===== config.mk =====
export PLATFORM = sky130hd
export DESIGN_NAME = avr_irq_sequencer_flat
export DESIGN_NICKNAME = d
export VERILOG_FILES = /design/src/rtl/avr_irq_sequencer_if.sv /design/src/rtl/avr_irq_sequencer.sv /design/src/flat_wrapper.sv
export SDC_FILE = /design/constraint.sdc
export NUM_CORES = 1
export LEC_CHECK = 0
export CORE_UTILIZATION = 30
export CTS_CLUSTER_SIZE = 14
export DETAILED_ROUTE_END_ITERATION = 16
export PLACE_DENSITY = 0.58
export SYNTH_ARGS = -nofsm -noshare
export SYNTH_HDL_FRONTEND = slang
export SYNTH_SLANG_ARGS = --single-unit
export TNS_END_PERCENT = 50

===== constraint.sdc =====
create_clock -name CLK -period 2.9 [get_ports CLK]
set_input_delay 0.29 -clock CLK [delete_from_list [all_inputs] [get_ports CLK]]
set_output_delay 0.29 -clock CLK [all_outputs]
set_load 0.02 [all_outputs]

===== src/rtl/avr_irq_sequencer_if.sv =====
// Signal bundle between the interrupt sequencer, the peripheral flags and the CU.
// The master side drives requests and CU status; the slave side is the sequencer.
interface avr_irq_sequencer_if #(
   parameter int N_IRQ = 25,
   parameter int PC_W  = 14
);
   logic [N_IRQ-1:0] irq_req;
   logic             i_flag;
   logic             inst_done;
   logic             reti_done;
   logic [PC_W-1:0]  pc_ret;

   logic             stall_cu;
   logic [N_IRQ-1:0] irq_ack;
   logic             clr_i;
   logic             stack_wr;
   logic [7:0]       stack_data;
   logic             pc_load;
   logic [PC_W-1:0]  pc_vec;
   logic             irq_active;

   modport master (
      output irq_req, i_flag, inst_done, reti_done, pc_ret,
      input  stall_cu, irq_ack, clr_i, stack_wr, stack_data, pc_load, pc_vec, irq_active
   );

   modport slave (
      input  irq_req, i_flag, inst_done, reti_done, pc_ret,
      output stall_cu, irq_ack, clr_i, stack_wr, stack_data, pc_load, pc_vec, irq_active
   );
endinterface


===== src/rtl/avr_irq_sequencer.sv =====
// AVR interrupt entry sequencer: at an instruction boundary takes the highest-priority
// request, stalls the CU, pushes the return PC low/high byte and jumps to the vector.
module avr_irq_sequencer #(
   parameter int N_IRQ    = 25,
   parameter int PC_W     = 14,
   parameter int VEC_BASE = 0
) (
   input logic                CLK,
   input logic                RST,
   avr_irq_sequencer_if.slave bus
);
   localparam int IDX_W = (N_IRQ > 1) ? $clog2(N_IRQ) : 1;

   typedef enum logic [2:0] {IDLE, SEL, PUSH_L, PUSH_H, JUMP} state_t;

   state_t           state, state_nxt;
   logic             hold_one, hold_nxt;
   logic [IDX_W-1:0] idx_lat, idx_nxt, winner;
   logic [PC_W-1:0]  pc_lat, pc_nxt;
   logic             take;

   logic             stall_nxt, clr_i_nxt, stack_wr_nxt, pc_load_nxt;
   logic [N_IRQ-1:0] ack_nxt;
   logic [7:0]       data_nxt;
   logic [PC_W-1:0]  vec_nxt;

   logic             stall_r, clr_i_r, stack_wr_r, pc_load_r;
   logic [N_IRQ-1:0] ack_r;
   logic [7:0]       data_r;
   logic [PC_W-1:0]  vec_r;

   function automatic logic [PC_W-1:0] vec_addr(input logic [IDX_W-1:0] i);
      logic [31:0] a;
      a = VEC_BASE + 2 * (32'(i) + 32'd1);
      return a[PC_W-1:0];
   endfunction

   function automatic logic [7:0] pc_hi(input logic [PC_W-1:0] p);
      logic [15:0] w;
      w = 16'(p);
      return w[15:8];
   endfunction

   // Lowest set index wins; scanning downward leaves the smallest index last.
   always_comb begin
      winner = '0;
      for (int i = N_IRQ - 1; i >= 0; i--) begin
         if (bus.irq_req[i]) winner = IDX_W'(i);
      end
   end

   // A boundary coinciding with reti_done is consumed by the one-instruction hold.
   assign take = (state == IDLE) && bus.inst_done && bus.i_flag && (|bus.irq_req)
                 && !hold_one && !bus.reti_done;

   always_comb begin
      hold_nxt = hold_one;
      if (bus.reti_done)
         hold_nxt = 1'b1;
      else if (state == IDLE && bus.inst_done)
         hold_nxt = 1'b0;
   end

   always_comb begin
      state_nxt    = state;
      idx_nxt      = idx_lat;
      pc_nxt       = pc_lat;
      stall_nxt    = 1'b0;
      clr_i_nxt    = 1'b0;
      stack_wr_nxt = 1'b0;
      pc_load_nxt  = 1'b0;
      ack_nxt      = '0;
      data_nxt     = '0;
      vec_nxt      = '0;

      case (state)
         IDLE: begin
            if (take) begin
               state_nxt = SEL;
               idx_nxt   = winner;
               pc_nxt    = bus.pc_ret;
            end
         end
         SEL:     state_nxt = PUSH_L;
         PUSH_L:  state_nxt = PUSH_H;
         PUSH_H:  state_nxt = JUMP;
         JUMP:    state_nxt = IDLE;
         default: state_nxt = IDLE;
      endcase

      // Outputs are decoded from the next state so they register alongside it.
      case (state_nxt)
         SEL: begin
            stall_nxt        = 1'b1;
            clr_i_nxt        = 1'b1;
            ack_nxt[idx_nxt] = 1'b1;
         end
         PUSH_L: begin
            stall_nxt    = 1'b1;
            stack_wr_nxt = 1'b1;
            data_nxt     = pc_nxt[7:0];
         end
         PUSH_H: begin
            stall_nxt    = 1'b1;
            stack_wr_nxt = 1'b1;
            data_nxt     = pc_hi(pc_nxt);
         end
         JUMP: begin
            stall_nxt   = 1'b1;
            pc_load_nxt = 1'b1;
            vec_nxt     = vec_addr(idx_nxt);
         end
         default: ;
      endcase
   end

   always_ff @(posedge CLK) begin
      if (RST) begin
         state    <= IDLE;
         hold_one <= 1'b0;
         idx_lat  <= '0;
         pc_lat   <= '0;
      end else begin
         state    <= state_nxt;
         hold_one <= hold_nxt;
         idx_lat  <= idx_nxt;
         pc_lat   <= pc_nxt;
      end
   end

   always_ff @(posedge CLK) begin
      if (RST) begin
         stall_r    <= 1'b0;
         clr_i_r    <= 1'b0;
         stack_wr_r <= 1'b0;
         pc_load_r  <= 1'b0;
         ack_r      <= '0;
         data_r     <= '0;
         vec_r      <= '0;
      end else begin
         stall_r    <= stall_nxt;
         clr_i_r    <= clr_i_nxt;
         stack_wr_r <= stack_wr_nxt;
         pc_load_r  <= pc_load_nxt;
         ack_r      <= ack_nxt;
         data_r     <= data_nxt;
         vec_r      <= vec_nxt;
      end
   end

   assign bus.stall_cu   = stall_r;
   assign bus.irq_active = stall_r;
   assign bus.clr_i      = clr_i_r;
   assign bus.stack_wr   = stack_wr_r;
   assign bus.pc_load    = pc_load_r;
   assign bus.irq_ack    = ack_r;
   assign bus.stack_data = data_r;
   assign bus.pc_vec     = vec_r;
endmodule


===== src/flat_wrapper.sv =====
// flat-port wrapper written by rule: the top's interface ports become plain ports
module avr_irq_sequencer_flat 
#(
   parameter int N_IRQ    = 25,
   parameter int PC_W     = 14,
   parameter int VEC_BASE = 0
)
  (CLK, RST, bus_irq_req, bus_i_flag, bus_inst_done, bus_reti_done, bus_pc_ret, bus_stall_cu, bus_irq_ack, bus_clr_i, bus_stack_wr, bus_stack_data, bus_pc_load, bus_pc_vec, bus_irq_active);
  avr_irq_sequencer_if #(.N_IRQ(N_IRQ), .PC_W(PC_W)) bus_i ();
  input logic CLK;
  input logic RST;
  input wire logic [$bits(bus_i.irq_req)-1:0] bus_irq_req;
  input wire logic [$bits(bus_i.i_flag)-1:0] bus_i_flag;
  input wire logic [$bits(bus_i.inst_done)-1:0] bus_inst_done;
  input wire logic [$bits(bus_i.reti_done)-1:0] bus_reti_done;
  input wire logic [$bits(bus_i.pc_ret)-1:0] bus_pc_ret;
  output wire logic [$bits(bus_i.stall_cu)-1:0] bus_stall_cu;
  output wire logic [$bits(bus_i.irq_ack)-1:0] bus_irq_ack;
  output wire logic [$bits(bus_i.clr_i)-1:0] bus_clr_i;
  output wire logic [$bits(bus_i.stack_wr)-1:0] bus_stack_wr;
  output wire logic [$bits(bus_i.stack_data)-1:0] bus_stack_data;
  output wire logic [$bits(bus_i.pc_load)-1:0] bus_pc_load;
  output wire logic [$bits(bus_i.pc_vec)-1:0] bus_pc_vec;
  output wire logic [$bits(bus_i.irq_active)-1:0] bus_irq_active;
  assign bus_i.irq_req = bus_irq_req;
  assign bus_i.i_flag = bus_i_flag;
  assign bus_i.inst_done = bus_inst_done;
  assign bus_i.reti_done = bus_reti_done;
  assign bus_i.pc_ret = bus_pc_ret;
  assign bus_stall_cu = bus_i.stall_cu;
  assign bus_irq_ack = bus_i.irq_ack;
  assign bus_clr_i = bus_i.clr_i;
  assign bus_stack_wr = bus_i.stack_wr;
  assign bus_stack_data = bus_i.stack_data;
  assign bus_pc_load = bus_i.pc_load;
  assign bus_pc_vec = bus_i.pc_vec;
  assign bus_irq_active = bus_i.irq_active;
  avr_irq_sequencer #(.N_IRQ(N_IRQ), .PC_W(PC_W), .VEC_BASE(VEC_BASE)) u_core (.CLK(CLK), .RST(RST), .bus(bus_i));
endmodule

==> results of run 1 <==
## final timing paths
kind	startpoint	endpoint	cells after the start
min	u_core.hold_one	u_core.hold_one	2
max	u_core.state[1]	u_core.bus.irq_ack[16]	8
min reg2reg	u_core.hold_one	u_core.hold_one	2
max reg2reg	u_core.state[1]	u_core.bus.irq_ack[16]	8
## cell usage after synthesis, types with 4 or more instances
library cell / n / area share
or4_1: 5 / 0.015
nor4_1: 7 / 0.017
buf_4: 10 / 0.029
nor3_1: 15 / 0.029
ha_1: 4 / 0.020
dfxtp_1: 66 / 0.52
a21oi_1: 5 / 0.0098
o22a_1: 6 / 0.021
clkbuf_1: 7 / 0.010
nand3_1: 4 / 0.0079
inv_1: 10 / 0.015
nand2_1: 8 / 0.012
mux2i_1: 15 / 0.059
nor2_1: 60 / 0.088
## final cells by class
type                       count  area (µm²)  area share
sequential                    66        1321      0.3342
clock buffer                  11       131.4     0.03323
clock inverter                 5       55.05     0.01392
tap                          105       131.4     0.03323
multi-input combinational    178        1091      0.2760
timing repair buffer         129        1186      0.3000
inverter                      10       37.54    0.009494
## sequential cells by signal, summed over array words and instances, names as in the netlist
| name | flops |
|---|---|
| u_core.idx_lat | 5 |
| u_core.pc_lat | 14 |
| u_core.bus.pc_load | 1 |
| u_core.bus.irq_active | 1 |
| u_core.bus.pc_vec | 6 |
| u_core.bus.clr_i | 1 |
| u_core.bus.stack_data | 8 |
| u_core.bus.irq_ack | 25 |
| u_core.hold_one | 1 |
| u_core.state | 3 |
| u_core.bus.stack_wr | 1 |
## power groups by stage
stage                     Sequential, mW  Combinational, mW  Clock (mW)
after floorplan                    0.950              0.103           0
final                              0.926              0.223       0.722
after global routing               0.927              0.243       0.784
after detailed placement           0.947              0.224           0
after CTS                          0.926              0.225       0.749
after global placement             0.947              0.221           0
## cells by family after synthesis
kind of cell	Yosys count
compound gates	32
xor+xnor	2
fa+ha+maj	4
buf+inv	30
flops	66
mux	15
other cells	1
simple gates	117
## cell usage in the layout (no fill, tap or decap), drive strengths merged, types with 3 or more instances in the layout
| cell type | count |
|---|---|
| nor3 | 15 |
| a21oi | 7 |
| clkdlybuf4s50 | 87 |
| dfxtp | 66 |
| nand3 | 4 |
| nand2b | 3 |
| o22ai | 3 |
| nand3b | 3 |
| conb | 8 |
| nor2 | 61 |
| clkbuf | 11 |
| o22a | 6 |
| buf | 42 |
| or3 | 3 |
| or4 | 5 |
| ha | 4 |
| inv | 10 |
| nor4 | 8 |
| nand2 | 8 |
| mux2i | 15 |
## routing by layer
metal  part of all wire  track usage
met5                  0            0
met1               0.45       0.1692
met2               0.46       0.2451
met4              0.012      0.04231
met3              0.073      0.06392
## tightest hold or removal path, stage by stage, from the launching register on
cell and delay (ns):
dfxtp_1 0.33, a21oi_1 0.06, nor2_1 0.07
==> flow_summary.yaml, run 1 <==
status:
  status: "finished clean"
final_layout:
  drive_above_1_share: 0.1604
  insertedDiodeCount: 0
  layout.nets: 442
  stdcell_area_mm2: 0.003954
  postLayoutCoreUtil: 0.4812
  fillers: 811
  final_cells: 504
  syn2layout_area_growth_pct: 55.28
logic_synthesis:
  syn_avg_cell_area_um2: 9.536
  synth_top_family_by_area: "simple AND/OR/NAND/NOR gates"
  synth_area_mm2: 0.002546
  async_flop_share: 0
  synth_edf_count: 0
  synth_adder_area_share: 0.01966
  ys_seq_area_frac: 0.5189
  synth_cell_type_count: 47
  synth_cells: 267
  ys.flop_type: "dfxtp_1"
  synth_seq_cells: 66
  synth_compound_area_frac: 0.09975
  synthXorXnorAreaFrac: 0.006880
  synthMuxAreaShare: 0.05897
  synth_warnings: 0
  synth-simple-area-share: 0.2290
placement:
  placed_cells: 488
  io_buffers: 87
  place_ws_ns: -0.1666
  hpwl_um: 4717
  place_congestion: 0.8089
  place_area_mm2: 0.003767
clock_tree:
  cts.repair.resized: 0
  h-tree-depth: 3
  clk_path_buf_depth: 2
  cts_tree: "built"
  cts_root_buffer: "clkbuf_8"
  clock_latency_ns: 0.33
  cts_buffers: 9
  cts_sinks: 66
  clk_pin_slew_ns: 0.07
  cts_hold_repair.buffers: 0
  post_cts_buffers: 0
critical_path:
  crit_chain: "or4b_1, or4b_4, a21oi_4, o21ai_0, o22ai_2, ha_1, nand3b_1, nor3_1"
  cp.required_ns: 3.15
  crit_type: "flip-flop to flip-flop"
  worst_setup_path_end_kind: "flip-flop"
  crit_fanout: 7
  arrival_ns: 2.98
  slowest_stage: "or4b_4"
  crit_family: "simple AND/OR/NAND/NOR gates"
  crit_buf_inv: 0
  cp-start-kind: "flip-flop"
  slowest_delay_ns: 0.56
  rrSetupSlack_ns: 0.17
power_and_ir_drop:
  p_seq_frac: 0.495
  powerDensity_mw_per_mm2: 473.4
  p_int_mw: 1.435
  total_power_mw: 1.872
  clkPwrFrac: 0.386
  leakagePower_nw: 1.631
  switching_share: 0.2334
  power_frac_comb: 0.119
  p_switching_mw: 0.4367
  ir_worst_vdd_mv: 0.3337
global_route:
  first_global_vias: 2208
  grt_pass1_wl_um: 9956
  grtUsageTotal: 0.1468
  overflow: 0
  antenna_found_initial: 0
  grt_max_degree: 27
worst_hold_path:
  hp-class: "flip-flop to flip-flop"
sta:
  rsz0062_at_grt: "false"
  hold_violations: 0
  finalHoldWorstSlack_ns: 0.4911
  finalClockSkew_ns: 0.004399
  slew_violations: 0
  finalCritPeriodShare: 0.9430
  tns_ns: 0
  post-route-min-period_ns: 2.735
  fin_ws_ns: 0.1653
  setup_viol: 0
  max_freq_mhz: 365.7
drt:
  route.detailed.drc: 0
  wl_per_cell_um: 12.22
  num_vias: 2270
  drt_iter0_markers: 83
  via_per_inst: 4.504
  wirelength_um: 6158
  firstDrtPassIters: 5
  ant_nets: 0
floorplan:
  initial_core_util: 0.3099
  fp.coreArea_mm2: 0.008217
  num_rows: 33
  die_area_mm2: 0.008860
  die_w_um: 94.13
  io_pins: 96
  die_h_um: 94.13
run:
  maxCapViolations: 0
Note: power is estimated with default switching activity, not from simulation.
==> run 2: changes to the inputs <==
CELL_PAD_IN_SITES_DETAIL_PLACEMENT = 2   (was unset)
CELL_PAD_IN_SITES_GLOBAL_PLACEMENT = 2   (was unset)
CORE_UTILIZATION = 23   (was 30)
PLACE_DENSITY = 0.74   (was 0.58)
==> flow_summary.yaml, run 2 (synthesis results as in run 1) <==
sta:
  setup_viol: 0
  finalClockSkew_ns: 0.009549
  hold_violations: 0
  finalCritPeriodShare: 0.9672
  rsz0062_at_grt: "true"
  max_freq_mhz: 356.5
  post-route-min-period_ns: 2.805
  slew_violations: 0
floorplan:
  die_area_mm2: 0.01150
  io_pins: 96
  die_w_um: 107.2
  num_rows: 38
  fp.coreArea_mm2: 0.01079
  die_h_um: 107.2
  initial_core_util: 0.2359
clock_tree:
  cts_root_buffer: "clkbuf_8"
  clk_path_buf_depth: 2
  cts_tree: "built"
  clock_latency_ns: 0.35
  clk_pin_slew_ns: 0.08
  cts_hold_repair.buffers: 0
  h-tree-depth: 3
  cts_buffers: 9
  cts_sinks: 66
final_layout:
  postLayoutCoreUtil: 0.3808
  insertedDiodeCount: 0
  stdcell_area_mm2: 0.004110
  syn2layout_area_growth_pct: 61.42
  final_cells: 548
  drive_above_1_share: 0.1887
  layout.nets: 451
  largest_reg_flops: 25
  final_cell_mix: "clkdlybuf4s50_1, dfxtp_1, nor2_1, buf_4"
  final_common_cell: "clkdlybuf4s50_1"
critical_path:
  slowest_stage: "or4b_4"
  crit_chain: "or4b_1, or4b_4, a21oi_4, o21ai_1, o22ai_2, inv_1, ha_1, buf_4, xor2_1, nor2_1"
  cp-start-kind: "flip-flop"
  worst_setup_path_end_kind: "flip-flop"
  slowest_delay_ns: 0.57
  crit_family: "simple AND/OR/NAND/NOR gates"
  crit_buf_inv: 2
  cp.required_ns: 3.13
  crit_fanout: 5
  arrival_ns: 3.04
  crit_type: "flip-flop to flip-flop"
drt:
  ant_nets: 0
  wirelength_um: 8480
  firstDrtPassIters: 3
  wl_per_cell_um: 15.47
  route.detailed.drc: 0
  num_vias: 2380
  drt_iter0_markers: 39
  via_per_inst: 4.343
placement:
  place_area_mm2: 0.003876
  io_buffers: 87
  placed_cells: 530
  hpwl_um: 6320
  place_congestion: 0.7539
global_route:
  grt_pass1_wl_um: 13480
  grt_max_degree: 27
  grtUsageTotal: 0.1535
  overflow: 0
  antenna_found_initial: 0
  first_global_vias: 2704
power_and_ir_drop:
  ir_worst_vdd_mv: 0.1962
  leakagePower_nw: 1.698
  powerDensity_mw_per_mm2: 483.9
status:
  status: "finished clean"
run:
  maxCapViolations: 0
worst_hold_path:
  hp-class: "flip-flop to flip-flop"
-- run 2: stage by stage --
stage | worst slack, ns | power (mW) | hold slack [ns] | TNS, ns
final | 0.09514 | 1.989 | 0.4963 | 0
after global routing | -0.09874 | 2.082 | 0.5296 | -0.6726
after CTS | 0.05072 | 2.015 | 0.5090 | 0
after detailed placement | -0.2378 | 1.186 | 0.4890 | -4.848
after global placement | -0.09990 | 1.178 | 0.4684 | -1.766
after floorplan | 0.05395 | 1.053 | 0.4074 | 0
-- run 2: area by class of cell --
cell class                      count  area [µm²]
Multi-Input combinational cell    178        1100
Clock inverter                      6       72.57
Fill cell                        1191        6683
Timing Repair Buffer              138        1266
Inverter                           10       37.54
Sequential cell                    66        1321
Tap cell                          140       175.2
Clock buffer                       10       137.6
-- run 2: final timing paths --
kind               startpoint                    to  slack [ns]  cells after the start
min reg2reg  u_core.pc_lat[1]      u_core.pc_lat[1]        0.50                      2
max           u_core.state[0]  u_core.bus.pc_vec[3]         0.1                     10
max reg2reg   u_core.state[0]  u_core.bus.pc_vec[3]         0.1                     10
min          u_core.pc_lat[1]      u_core.pc_lat[1]        0.50                      2
-- run 2: power by group --
group	internal (mW)	switching (mW)
registers	0.920	0.00629
clock network	0.432	0.386
logic	0.128	0.116
-- run 2: per-layer routing --
metal | GRT usage | up-vias | wire length [µm]
li1 | - | 1173 | -
met4 | 0.05382 | 0 | 99
met3 | 0.04438 | 7 | 448
met5 | 0 | - | 0
met2 | 0.2760 | 56 | 4374
met1 | 0.1712 | 1144 | 3557
-- run 2: repair_timing --
action,4_1_cts,5_1_grt
endpoints found under the setup margin,0,21
resized for setup,0,4
buffers inserted,0,2
-- run 2: worst reg2reg max path, cell delays in order, from the launching register on --
cell	delay [ns]
dfxtp_1	0.36
or4b_1	0.54
or4b_4	0.57
a21oi_4	0.18
o21ai_1	0.10
o22ai_2	0.22
inv_1	0.13
ha_1	0.24
buf_4	0.14
xor2_1	0.15
nor2_1	0.06
